[src/rtl/spi_flash_responder.sv]
// SPI-flash slave (mode 0) answering READ, FAST_READ and RDID from an external byte store.
// All SPI inputs are oversampled in the clk domain; sck edges are detected on the synchronised copy.
module spi_flash_responder #(
    parameter int          ADDR_BYTES  = 3,
    parameter int          MEM_AW      = 20,
    parameter logic [23:0] JEDEC_ID    = 24'hEF4014,
    parameter int          DUMMY_BITS  = 8,
    parameter int          SYNC_STAGES = 2
) (
    input  logic              clk,
    input  logic              rst_i,
    input  logic              cs_n_i,
    input  logic              sck_i,
    input  logic              mosi_i,
    output logic              miso_o,
    output logic              miso_oe_o,
    output logic              mem_rd_o,
    output logic [MEM_AW-1:0] mem_addr_o,
    input  logic [7:0]        mem_data_i,
    output logic [7:0]        cmd_o,
    output logic              cmd_valid_o,
    output logic              err_o,
    output logic              busy_o
);
    localparam int          ADDR_BITS  = 8 * ADDR_BYTES;
    localparam logic [5:0]  ADDR_LAST  = 6'(ADDR_BITS - 1);
    localparam logic [5:0]  DUMMY_LAST = 6'(DUMMY_BITS - 1);
    localparam logic [31:0] ADDR_MASK  = 32'((64'd1 << ADDR_BITS) - 64'd1);

    typedef enum logic [2:0] {S_IDLE, S_CMD, S_ADDR, S_DUMMY, S_DATA, S_ID, S_IGNORE} state_t;
    state_t state_q, state_d;

    logic [SYNC_STAGES-1:0] cs_sync_q, sck_sync_q, mosi_sync_q, vld_sync_q;
    logic       sck_prev_q, armed_q;
    logic       cs_s, mosi_s, sck_rise, sck_fall;
    logic [5:0] cnt_q;
    logic [30:0] sr_in_q;
    logic [7:0] cmd_q, hold_q, sr_out_q, opcode, out_byte, id_byte;
    logic       cmd_valid_q, err_q, mem_rd_q, rd_dly_q, miso_q, oe_q;
    logic [1:0] id_idx_q;
    logic [MEM_AW-1:0] mem_addr_q, addr_rx;
    logic       stream, cmd_fire, err_fire, load_addr, start_rd, next_rd;

    always_ff @(posedge clk or negedge rst_i) begin
        if (!rst_i) begin
            cs_sync_q   <= '1;
            sck_sync_q  <= '0;
            mosi_sync_q <= '0;
            vld_sync_q  <= '0;
            sck_prev_q  <= 1'b0;
        end else begin
            cs_sync_q   <= {cs_sync_q[SYNC_STAGES-2:0], cs_n_i};
            sck_sync_q  <= {sck_sync_q[SYNC_STAGES-2:0], sck_i};
            mosi_sync_q <= {mosi_sync_q[SYNC_STAGES-2:0], mosi_i};
            vld_sync_q  <= {vld_sync_q[SYNC_STAGES-2:0], 1'b1};
            sck_prev_q  <= sck_sync_q[SYNC_STAGES-1];
        end
    end

    assign cs_s     = cs_sync_q[SYNC_STAGES-1];
    assign mosi_s   = mosi_sync_q[SYNC_STAGES-1];
    assign sck_rise = sck_sync_q[SYNC_STAGES-1] & ~sck_prev_q;
    assign sck_fall = ~sck_sync_q[SYNC_STAGES-1] & sck_prev_q;
    assign opcode   = {sr_in_q[6:0], mosi_s};
    assign addr_rx  = MEM_AW'({sr_in_q, mosi_s} & ADDR_MASK);

    always_ff @(posedge clk or negedge rst_i) begin
        if (!rst_i) state_q <= S_IDLE;
        else        state_q <= state_d;
    end

    always_comb begin
        state_d = state_q;
        case (state_q)
            // armed_q stays low until cs_n has been seen high, so a burst caught at reset release is skipped
            S_IDLE:  if (armed_q) state_d = S_CMD;
            S_CMD:   if (sck_rise && cnt_q == 6'd7) begin
                         case (opcode)
                             8'h03, 8'h0B: state_d = S_ADDR;
                             8'h9F:        state_d = S_ID;
                             default:      state_d = S_IGNORE;
                         endcase
                     end
            S_ADDR:  if (sck_rise && cnt_q == ADDR_LAST)
                         state_d = (cmd_q == 8'h0B && DUMMY_BITS != 0) ? S_DUMMY : S_DATA;
            S_DUMMY: if (sck_rise && cnt_q == DUMMY_LAST) state_d = S_DATA;
            default: ;
        endcase
        if (cs_s) state_d = S_IDLE;
    end

    always_comb begin
        stream    = (state_q == S_DATA) || (state_q == S_ID);
        cmd_fire  = (state_q == S_CMD) && (state_d != S_CMD) && (state_d != S_IDLE);
        err_fire  = cmd_fire && (state_d == S_IGNORE);
        load_addr = (state_q == S_ADDR) && (state_d != S_ADDR) && (state_d != S_IDLE);
        start_rd  = ((state_q == S_ADDR) || (state_q == S_DUMMY)) && (state_d == S_DATA);
        next_rd   = (state_q == S_DATA) && (state_d == S_DATA) && sck_rise && (cnt_q[2:0] == 3'd7);
        case (id_idx_q)
            2'd0:    id_byte = JEDEC_ID[23:16];
            2'd1:    id_byte = JEDEC_ID[15:8];
            default: id_byte = JEDEC_ID[7:0];
        endcase
        out_byte  = (state_q == S_ID) ? id_byte : hold_q;
    end

    always_ff @(posedge clk or negedge rst_i) begin
        if (!rst_i) begin
            armed_q     <= 1'b0;
            cnt_q       <= '0;
            sr_in_q     <= '0;
            cmd_q       <= '0;
            cmd_valid_q <= 1'b0;
            err_q       <= 1'b0;
            mem_rd_q    <= 1'b0;
            rd_dly_q    <= 1'b0;
            hold_q      <= '0;
            mem_addr_q  <= '0;
            sr_out_q    <= '1;
            miso_q      <= 1'b1;
            oe_q        <= 1'b0;
            id_idx_q    <= '0;
        end else begin
            armed_q     <= armed_q | (vld_sync_q[SYNC_STAGES-1] & cs_s);
            if (state_d != state_q || state_q == S_IDLE) cnt_q <= '0;
            else if (sck_rise)                           cnt_q <= cnt_q + 6'd1;
            if (sck_rise) sr_in_q <= {sr_in_q[29:0], mosi_s};
            if (cmd_fire) cmd_q <= opcode;
            cmd_valid_q <= cmd_fire;
            err_q       <= err_fire;
            mem_rd_q    <= start_rd | next_rd;
            rd_dly_q    <= mem_rd_q;
            if (rd_dly_q) hold_q <= mem_data_i;
            if (load_addr)     mem_addr_q <= addr_rx;
            else if (mem_rd_q) mem_addr_q <= mem_addr_q + 1'b1;
            if (state_d == S_IDLE) begin
                oe_q     <= 1'b0;
                miso_q   <= 1'b1;
                sr_out_q <= '1;
                id_idx_q <= '0;
            end else if (stream && sck_fall) begin
                oe_q <= 1'b1;
                // first fall of each byte presents bit 7 of the freshly selected byte
                if (cnt_q[2:0] == 3'd0) begin
                    miso_q   <= out_byte[7];
                    sr_out_q <= {out_byte[6:0], 1'b1};
                    if (state_q == S_ID) id_idx_q <= (id_idx_q == 2'd2) ? 2'd0 : id_idx_q + 2'd1;
                end else begin
                    miso_q   <= sr_out_q[7];
                    sr_out_q <= {sr_out_q[6:0], 1'b1};
                end
            end
        end
    end

    assign miso_o      = miso_q;
    assign miso_oe_o   = oe_q;
    assign mem_rd_o    = mem_rd_q;
    assign mem_addr_o  = mem_addr_q;
    assign cmd_o       = cmd_q;
    assign cmd_valid_o = cmd_valid_q;
    assign err_o       = err_q;
    assign busy_o      = ~cs_s;
endmodule

[config.mk]
export PLATFORM = sky130hd
export DESIGN_NAME = spi_flash_responder
export DESIGN_NICKNAME = d
export VERILOG_FILES = /design/src/rtl/spi_flash_responder.sv
export SDC_FILE = /design/constraint.sdc
export NUM_CORES = 1
export LEC_CHECK = 0
export CAP_MARGIN = 25
export CORE_ASPECT_RATIO = 2
export CORE_MARGIN = 2
export CORE_UTILIZATION = 60
export DETAILED_ROUTE_END_ITERATION = 10
export DONT_BUFFER_PORTS = 1
export PLACE_DENSITY = 0.76
export SLEW_MARGIN = 30
export SYNTH_ARGS = -nofsm -noshare
export SYNTH_HDL_FRONTEND = slang
export SYNTH_SLANG_ARGS = --single-unit
[constraint.sdc]
create_clock -name clk -period 3.45 [get_ports clk]
set_clock_uncertainty 0.15 [all_clocks]
set_input_delay 1.035 -clock clk [delete_from_list [all_inputs] [get_ports clk]]
set_output_delay 1.035 -clock clk [all_outputs]
set_load 0.01 [all_outputs]
==> run metrics, run 1 <==
commonest non-fill, non-tap cells in the layout=sky130_fd_sc_hd__dfrtp_1, sky130_fd_sc_hd__mux2_2, sky130_fd_sc_hd__nand2_1; die span in x=63.6 um; dominant register cell in the synthesized netlist=sky130_fd_sc_hd__dfrtp_1; Final Hold Slack=0.201 ns; share of cells above drive strength 1=between 20% and 30%; total congestion overflow=0; critical path, cell by cell=and2b_1 -> nand3_2 -> a21o_2 -> a311o_2 -> o21ai_2 -> buf_4 -> mux2_4; post-detailed-route via-to-cell ratio=6.05; post-route clock period utilization=around 80%; Die Outline Area=7830 um2; # fillers=532; routability cong.=0.866; max incr delay on CP=a little under 0.5 ns; die boundary height=123 um; portion of the post-synthesis area used by sequential elements=52.6%; yosys warns=0; number of primary I/O pins=47; synthesis-to-layout area growth=6.84%; Clk Tree Root Cell=sky130_fd_sc_hd__clkbuf_16; status=finished clean; arrival time at the worst endpoint=2.85 ns; post-route insts no fill=440; Inst Count DP=~420; combined area of the multi-input logic cells=1890 um2; count of final max-slew check failures=0; area of the mapped netlist=4260 um2; Max Cap Violations=0; Final ANT Viol Nets=0; PD cells=between 400 and 500 nW/um2; Final #Nets=between 300 and 400; number of stages on the worst hold path=0; final count of negative-setup-slack endpoints=0; switching power share of the total=between 20% and 30%; post-detailed-placement half-perimeter wirelength=5.76 mm; grt met2 use=40.5%; P_leak=2.12 nW; CP max stage cell=sky130_fd_sc_hd__and2b_1; proportion of power drawn by the clock network=about two fifths; Placement Rows=between 40 and 50; diode insertion count for antenna repair=0; worst slew pin tran=approximately 0.63 ns; most common library cell in the layout ignoring fill and taps=sky130_fd_sc_hd__dfrtp_1; All-Layer GR Usage=between 20 and 25%; buffers from clock root to sink, at most=2; total iterations of the first detailed-routing run=4; number of design-rule violations left by the first detailed-router iteration=about 160; largest fanout of any net on the critical path=20; Core Footprint=6890 um2; kind of end point of the critical path=flip-flop; Async SR Flop Fraction=100%; total via count in the routed design=2,664; syn_area_per_cell=~12 um2; DRC violation count after routing=0; number of hold buffers added after CTS=0; first-pass GRT wire length=13.6 mm; Min Clock Period, post-route=between 2 and 3 ns; clock latency on the worst-skew pair=around 0.34 ns; # H-tree levels=3; element type at the critical path start=flip-flop; TritonCTS clock tree=yes; Most Used Layer, Global Route=met2; post-synthesis cell count=345; worst min path class=flip-flop to flip-flop; number of buffers and inverters on the critical path=1; reg-to-reg critical path endpoint=mem_addr_o[19]$_DFFE_PN0P_; Switch Pwr=~0.00052 W; cell-internal power=0.00171 W; post-CTS repair timing setup buffer count=0; flop and latch count out of synthesis=89; number of enable flip-flop cells after synthesis=0; number of cell instances on the worst register-to-register path=7; Gates resized, CTS repair=0; hold path endpoint=vld_sync_q[1]$_DFF_PN0_; critical path start-end classification=flip-flop to flip-flop; Hold Startpoint=vld_sync_q[0]$_DFF_PN0_; clock-pin slew reported for the worst setup and hold paths after clock tree synthesis=0.06 ns; sequential share of power=between 50% and 60%; antenna violations before repair=0; Max-Slew Margin vs Limit=between 50% and 60%; port bufs=0; aggregate negative setup slack=0 ns; GRT met3 Usage=5.64%; final hold violation count=0; total routed wirelength=8.05 mm; Crit path max-delay family=compound AO/OA/AOI/OAI gates; Num CTS Buffers=9; Yosys cell types=55; maximum ir drop on the vdd rail=406 uV; Syn Nets=362; unrepaired setup endpoints after global routing=false; part of the total power dissipated in combinational logic=approximately 6.1%; source of the worst register-to-register timing path=sck_prev_q$_DFF_PN0_; f_max=360 MHz; slack of the worst reg-to-reg path=0.67 ns; total clock sinks=~90; routed wirelength normalized by instance count=between 15 and 20 um; critical path data required time=3.52 ns; starting utilization of the core area=approximately three fifths; vias in the first global route=about 2,800; maximum number of pins on one net before global-route repair=90; met1 Resource Use GR=~25%; register area=roughly 2200 um2
## stage by stage
step                      power, W  setup slack, ns  utilization [%]  instance area, um2
final                      0.00222            0.673             66.1                4550
after floorplan            0.00133             1.03                -                4260
after detailed placement   0.00138            0.692             62.3                4290
after CTS                  0.00225            0.685             66.1                4550
after global routing       0.00231            0.551             66.1                4550
after global placement     0.00137            0.739             62.3                4290
## worst reg2reg max path: cells and delay by family (launching register included)
family          cells  cell delay, ns
compound gates      3            0.77
simple gates        2            0.67
flops               1            0.38
buf+inv             1            0.35
mux                 1            0.35
## Yosys cell counts (all sizes together) (3+ instances only)
master	n	area, um2
a21o	4	32.5
nand4	6	37.5
and3	4	25.0
clkbuf	9	53.8
nor3	11	55.1
nor2	19	71.3
buf	5	48.8
nand3	13	70.1
o21ai	4	23.8
and4	3	27.5
o211ai	11	82.6
xor2	6	52.6
a211oi	3	22.5
nand2	23	86.3
xnor2	17	149
mux2	57	717
nor2b	4	25.0
dfstp	10	263
nand2b	3	18.8
a21oi	15	86.3
dfrtp	79	1980
ha	4	50.1
inv	6	22.5
## final cells by class
class / count / share of cell area (%)
Clock buffer: 14 / 5.36
Clock inverter: 2 / 0.330
Inverter: 6 / 0.495
Multi-Input combinational cell: 236 / 41.6
Sequential cell: 89 / 49.2
Tap cell: 90 / 2.47
Timing Repair Buffer: 3 / 0.495
## worst max path at each step
stage                                 endpoint  depth (start not counted)  slack, ns            startpoint
floorplan            mem_addr_o[0]$_DFFE_PN0P_                          8       1.03  cnt_q[0]$_DFFE_PN0P_
global placement     mem_addr_o[5]$_DFFE_PN0P_                          7       0.74  sck_prev_q$_DFF_PN0_
detailed placement  mem_addr_o[15]$_DFFE_PN0P_                          7       0.69  sck_prev_q$_DFF_PN0_
CTS                 mem_addr_o[15]$_DFFE_PN0P_                          7       0.68  sck_prev_q$_DFF_PN0_
global route        mem_addr_o[10]$_DFFE_PN0P_                          8       0.55  cnt_q[0]$_DFFE_PN0P_
finish              mem_addr_o[19]$_DFFE_PN0P_                          7       0.67  sck_prev_q$_DFF_PN0_
## flip-flops by register name, summed over array words and instances, names as in the netlist, 2 cells and up
| signal | count |
|---|---|
| sck_sync_q | 2 |
| sr_in_q | 19 |
| cnt_q | 6 |
| sr_out_q | 7 |
| hold_q | 8 |
| mem_addr_o | 20 |
| cmd_o | 8 |
| vld_sync_q | 2 |
| cs_sync_q | 2 |
| id_idx_q | 2 |
| state_q | 3 |
| mosi_sync_q | 2 |
## layer usage
| metal | part of all wire [%] | vias up |
|---|---|---|
| met5 | 0 | - |
| met2 | 53 | 72 |
| met3 | 4.6 | 22 |
| li1 | - | 1237 |
| met1 | 39 | 1333 |
| met4 | 3.4 | 0 |
## power groups by stage
stage / clock (W) / sequential [W] / combinational [W]
2_1_floorplan: 0 / 0.00121 / 0.000123
3_3_place_gp: 0 / 0.00124 / 0.000130
3_5_place_dp: 0 / 0.00125 / 0.000137
4_1_cts: 0.000881 / 0.00123 / 0.000138
5_1_grt: 0.000920 / 0.00124 / 0.000150
6_report: 0.000860 / 0.00123 / 0.000136
## logic make-up after synthesis
logic type / share of synthesized area, %
compound gates: 8.90
xor+xnor: 4.73
fa+ha+maj: 1.18
buf+inv: 2.94
flops: 52.6
mux: 17.3
other cells: 0.0880
simple gates: 12.3
Power figures use the tool's default switching activity.
==> inputs of run 2 (changes only) <==
Clock period 3.45 ns to 2.7 ns, I/O delays scaled along.
==> run 2 against run 1 <==
Net effect:
- clock power is 41% higher
- largest power group unchanged
- routed wire length is 2.5% higher
- fmax is 6.5% higher
==> run metrics, run 2 (synthesis gave the netlist of run 1 again) <==
DRC violation count after routing=0 (unchanged); P_leak=2.21 nW (+4.4%); TritonCTS clock tree=yes; count of final max-slew check failures=0 (unchanged); unrepaired setup endpoints after global routing=false; critical path start-end classification=flip-flop to flip-flop; clock latency on the worst-skew pair=0.34 ns (about the same); die boundary height=123 um (unchanged); PD cells=630 nW/um2 (+29%); Inst Count DP=432 (+1.9%); Num CTS Buffers=9 (unchanged); routed wirelength normalized by instance count=18.3 um (+0.24%); synthesis-to-layout area growth=10.3%; most common library cell in the layout ignoring fill and taps=sky130_fd_sc_hd__dfrtp_1; total iterations of the first detailed-routing run=4 (unchanged); largest fanout of any net on the critical path=10 (-50%); Pwr Total=0.00296 W (+33%); total clock sinks=89 (unchanged); element type at the critical path start=flip-flop; post-detailed-placement half-perimeter wirelength=5.85 mm (+1.6%); diode insertion count for antenna repair=0 (unchanged); kind of end point of the critical path=flip-flop; aggregate negative setup slack=0 ns (unchanged); critical path, cell by cell=ha_2 -> and4bb_2 -> nand3_2 -> a21o_2 -> a311o_2 -> o21ai_4 -> clkbuf_16 -> mux2_4; Final #Nets=372 (+2.8%); final hold violation count=0 (unchanged); number of hold buffers added after CTS=0 (unchanged); share of cells above drive strength 1=30.3% (+2.8 points); maximum number of pins on one net before global-route repair=90 (unchanged); crit path setup slack, layout=0.0920 ns (-0.581 ns); antenna violations before repair=0 (unchanged); All-Layer GR Usage=22.7% (-0.10 points); Min Clock Period, post-route=2.61 ns (-0.169 ns); worst slew pin tran=0.553 ns (-0.0745 ns); # H-tree levels=3 (unchanged); total via count in the routed design=2,700 (+1.4%); worst min path class=input pin to async pin; CP max stage cell=sky130_fd_sc_hd__a311o_2; routability cong.=0.962 (+11%); Die Outline Area=7830 um2 (unchanged); Final Hold Slack=0.0200 ns (-0.181 ns); arrival time at the worst endpoint=2.68 ns (-0.17 ns); max incr delay on CP=0.41 ns (-0.08 ns); vias in the first global route=2,829 (+1.3%); Core Footprint=6890 um2 (unchanged); critical path data required time=2.77 ns (-0.75 ns); Max Cap Violations=0 (unchanged); final count of negative-setup-slack endpoints=0 (unchanged); buffers from clock root to sink, at most=2 (unchanged); Placement Rows=43 (unchanged); max FFs per register=20 (unchanged); number of design-rule violations left by the first detailed-router iteration=201 (+23%); status=finished clean; maximum ir drop on the vdd rail=541 uV (+33%); post-detailed-route via-to-cell ratio=6.00 (-0.90%); post-route insts no fill=450 (+2.3%); Post-Place Worst Slack=0.0998 ns (-0.592 ns); clock-pin slew reported for the worst setup and hold paths after clock tree synthesis=0.06 ns (about the same); port bufs=0 (unchanged); die span in x=63.6 um (unchanged); total congestion overflow=0 (unchanged); post-route clock period utilization=96.6% (+16 points); f_max=383 MHz (+6.5%); starting utilization of the core area=61.8% (unchanged); Max-Slew Margin vs Limit=62.9% (+5.8 points); first-pass GRT wire length=13.5 mm (-0.77%); Clk Tree Root Cell=sky130_fd_sc_hd__clkbuf_16; Final ANT Viol Nets=0 (unchanged); total routed wirelength=8.26 mm (+2.5%); number of primary I/O pins=47 (unchanged); commonest non-fill, non-tap cells in the layout=sky130_fd_sc_hd__dfrtp_1, sky130_fd_sc_hd__mux2_2, sky130_fd_sc_hd__nand2_1
## run 2: changes by cell type in the layout (fill, tap and decap cells not counted), sizes merged
cell / change
clkinv: +2
clkinvlp: -2
buf: +9
bufinv: +1
## run 2: layer usage
metal  global-route usage (%)  vias up  wire length (um)
li1                         -     1256                 -
met4                     13.2        0               294
met5                        0        -                 0
met1                     23.7     1352              3070
met3                     6.19       24               368
met2                     40.3       68              4530
## run 2: report_power, final
part	internal (W)	switching [W]	total, W
clock	0.000739	0.000470	0.00121
sequential	0.00145	0.000123	0.00157
combinational	0.000109	0.0000673	0.000176
## run 2: layout make-up
| cell class | instances | area, um2 |
|---|---|---|
| inverters | 6 | 22.5 |
| flip-flops and latches | 89 | 2240 |
| well taps | 90 | 113 |
| multi-input cells | 236 | 1910 |
| fillers | 517 | 2190 |
| clock buffers | 13 | 250 |
| clock inverters | 3 | 40.0 |
| repair buffers | 13 | 128 |
## run 2: worst paths after layout
| path | cells after the start | slack (ns) | from | to |
|---|---|---|---|---|
| min | 0 | 0.02 | rst_i | mem_addr_o[12]$_DFFE_PN0P_ |
| min in group clk | 0 | 0.20 | mosi_sync_q[0]$_DFF_PN0_ | mosi_sync_q[1]$_DFF_PN0_ |
| max | 8 | 0.09 | cnt_q[1]$_DFFE_PN0P_ | mem_addr_o[6]$_DFFE_PN0P_ |
| max reg2reg | 8 | 0.09 | cnt_q[1]$_DFFE_PN0P_ | mem_addr_o[6]$_DFFE_PN0P_ |
| min reg2reg | 0 | 0.20 | mosi_sync_q[0]$_DFF_PN0_ | mosi_sync_q[1]$_DFF_PN0_ |
| max in group asynchronous | 0 | 2.17 | rst_i | cs_sync_q[0]$_DFF_PN1_ |
## run 2: timing repair
| item | in CTS | in global routing |
|---|---|---|
| setup endpoints to repair | 0 | 26 |
| buffers inserted | 0 | 1 |
| gates resized for setup | 0 | 3 |
## run 2: worst max-delay path: cells and delay by family (launching register included)
family	cells	cell delay, ns
muxes	1	0.30
AOI/OAI and AO/OA	3	0.84
buffers and inverters	1	0.21
and+or+nand+nor	2	0.41
DFF	1	0.37
adders and majority gates	1	0.20
## run 2: per-stage QoR
step	instance area, um2	utilization [%]
final	4700	68.2
after global routing	4700	68.2
after CTS	4650	67.6
after detailed placement	4360	63.4
after global placement	4360	63.4
after floorplan	4260	-
==> inputs of run 3 (changes only) <==
Settings changed: RECOVER_POWER set to 50.
==> run 3 against run 2 <==
Net effect:
- hold slack barely moved
- critical path depth stayed put
- total power barely moved
- fmax is essentially flat
- flip-flop and latch count did not move
- worst setup slack lost 0.00074 ns
- combinational power about the same
- critical path type unchanged
- largest power group unchanged
==> run metrics, run 3 (synthesis gave the netlist of run 1 again) <==
status=finished clean; f_max=383 MHz (about the same); aggregate negative setup slack=0 ns (unchanged); final hold violation count=0 (unchanged); critical path, cell by cell=ha_2 -> and4bb_2 -> nand3_2 -> a21o_2 -> a311o_2 -> o21ai_4 -> clkbuf_16 -> mux2_4; Max Cap Violations=0 (unchanged); Final ANT Viol Nets=0 (unchanged); proportion of power drawn by the clock network=40.9% (about the same); PD cells=629 nW/um2 (about the same); Final Hold Slack=0.0201 ns (+0.0000670 ns); Placement Rows=43 (unchanged); die span in x=63.6 um (unchanged); max FFs per register=20 (unchanged); buffers from clock root to sink, at most=2 (unchanged); post-route clock period utilization=96.6% (about the same); routability cong.=0.962 (unchanged); total congestion overflow=0 (unchanged); synthesis-to-layout area growth=10.3% (unchanged); kind of end point of the critical path=flip-flop; sequential share of power=53.2% (about the same); CP max stage cell=sky130_fd_sc_hd__a311o_2; TritonCTS clock tree=yes; total routed wirelength=8.27 mm (+0.22%); Switch Pwr=0.000660 W (about the same); worst slew pin tran=0.553 ns (+0.0000840 ns); share of cells above drive strength 1=30.0% (-0.28 points); clock-pin slew reported for the worst setup and hold paths after clock tree synthesis=0.06 ns (about the same); cell-internal power=0.00230 W (about the same); Core Footprint=6890 um2 (unchanged); max incr delay on CP=0.41 ns (about the same); # H-tree levels=3 (unchanged); worst min path class=input pin to async pin; vias in the first global route=2,829 (unchanged); total via count in the routed design=2,709 (+0.33%); count of final max-slew check failures=0 (unchanged); Num CTS Buffers=9 (unchanged); switching power share of the total=22.3% (about the same); first-pass GRT wire length=13.5 mm (unchanged); post-place instance area=4360 um2 (unchanged); element type at the critical path start=flip-flop; Die Outline Area=7830 um2 (unchanged); largest fanout of any net on the critical path=10 (unchanged); critical path data required time=2.77 ns (about the same); Final #Nets=372 (unchanged); critical path start-end classification=flip-flop to flip-flop; antenna violations before repair=0 (unchanged); die boundary height=123 um (unchanged); post-detailed-route via-to-cell ratio=6.02 (+0.33%); clock latency on the worst-skew pair=0.34 ns (about the same); total clock sinks=89 (unchanged); P_leak=2.21 nW (about the same); arrival time at the worst endpoint=2.68 ns (about the same); total iterations of the first detailed-routing run=4 (unchanged); unrepaired setup endpoints after global routing=false; Max-Slew Margin vs Limit=62.9% (about the same); post-route insts no fill=450 (unchanged); final count of negative-setup-slack endpoints=0 (unchanged); DRC violation count after routing=0 (unchanged); Pwr Total=0.00296 W (about the same); routed wirelength normalized by instance count=18.4 um (+0.22%); number of hold buffers added after CTS=0 (unchanged); number of primary I/O pins=47 (unchanged); starting utilization of the core area=61.8% (unchanged); part of the total power dissipated in combinational logic=6.0% (about the same); final std cell area, no fill=4700 um2 (unchanged); post-detailed-placement half-perimeter wirelength=5.85 mm (unchanged); maximum number of pins on one net before global-route repair=90 (unchanged); commonest non-fill, non-tap cells in the layout=sky130_fd_sc_hd__dfrtp_1, sky130_fd_sc_hd__mux2_2, sky130_fd_sc_hd__nand2_1; port bufs=0 (unchanged); number of design-rule violations left by the first detailed-router iteration=201 (unchanged); All-Layer GR Usage=22.7% (unchanged); Clk Tree Root Cell=sky130_fd_sc_hd__clkbuf_16; Inst Count DP=432 (unchanged); maximum ir drop on the vdd rail=541 uV (about the same); Min Clock Period, post-route=2.61 ns (+0.000737 ns); diode insertion count for antenna repair=0 (unchanged); most common library cell in the layout ignoring fill and taps=sky130_fd_sc_hd__dfrtp_1
-- run 3: changes by cell type in the layout (fill, tap and decap cells not counted) --
| cell | previous run | this run |
|---|---|---|
| sky130_fd_sc_hd__dfstp_1 | 0 | 1 |
| sky130_fd_sc_hd__dfstp_2 | 10 | 9 |
-- run 3: worst paths after layout --
path	end	slack, ns	start	depth (start not counted)
max	mem_addr_o[6]$_DFFE_PN0P_	0.09	cnt_q[1]$_DFFE_PN0P_	8
min	mem_addr_o[12]$_DFFE_PN0P_	0.02	rst_i	0
max reg2reg	mem_addr_o[6]$_DFFE_PN0P_	0.09	cnt_q[1]$_DFFE_PN0P_	8
min reg2reg	mosi_sync_q[1]$_DFF_PN0_	0.20	mosi_sync_q[0]$_DFF_PN0_	0
max in group asynchronous	cs_sync_q[0]$_DFF_PN1_	2.17	rst_i	0
min in group clk	mosi_sync_q[1]$_DFF_PN0_	0.20	mosi_sync_q[0]$_DFF_PN0_	0
-- run 3: layout make-up --
cell class / instances / area (um2)
well taps: 90 / 113
inverters: 6 / 22.5
multi-input cells: 236 / 1910
clock buffers: 13 / 250
fillers: 517 / 2190
clock inverters: 3 / 40.0
flip-flops and latches: 89 / 2240
repair buffers: 13 / 128
-- run 3: power by group through the flow --
stage / registers (W) / logic (W) / clock network (W)
after floorplan: 0.00154 / 0.000157 / 0
after global placement: 0.00159 / 0.000167 / 0
after detailed placement: 0.00159 / 0.000174 / 0
after CTS: 0.00157 / 0.000175 / 0.00123
after global routing: 0.00159 / 0.000190 / 0.00129
final: 0.00157 / 0.000176 / 0.00121
-- run 3: worst max-delay path, delay by kind of cell, from the launching register on --
family | cells | cell delay [ns]
AO/OA/AOI/OAI | 3 | 0.84
adder cells (fa/ha/maj) | 1 | 0.20
buffers and inverters | 1 | 0.21
flip-flops | 1 | 0.37
multiplexers | 1 | 0.30
AND/OR/NAND/NOR | 2 | 0.41
-- run 3: repair_timing --
item | in CTS | in global routing
resized for setup | 0 | 3
setup endpoints to repair | 0 | 26
buffers inserted | 0 | 1
endpoints found under the hold margin | 0 | 0
-- run 3: per-stage QoR --
step / util (%) / worst slack (ns)
after floorplan: - / 0.277
after global placement: 63.4 / 0.138
after detailed placement: 63.4 / 0.0998
after CTS: 67.6 / 0.0387
after global routing: 68.2 / 0.0270
final: 68.2 / 0.0913
-- run 3: routing by layer --
| metal | wire length, um | track usage (%) |
|---|---|---|
| met4 | 293 | 13.2 |
| met5 | 0 | 0 |
| met2 | 4530 | 40.3 |
| met1 | 3080 | 23.7 |
| met3 | 373 | 6.19 |
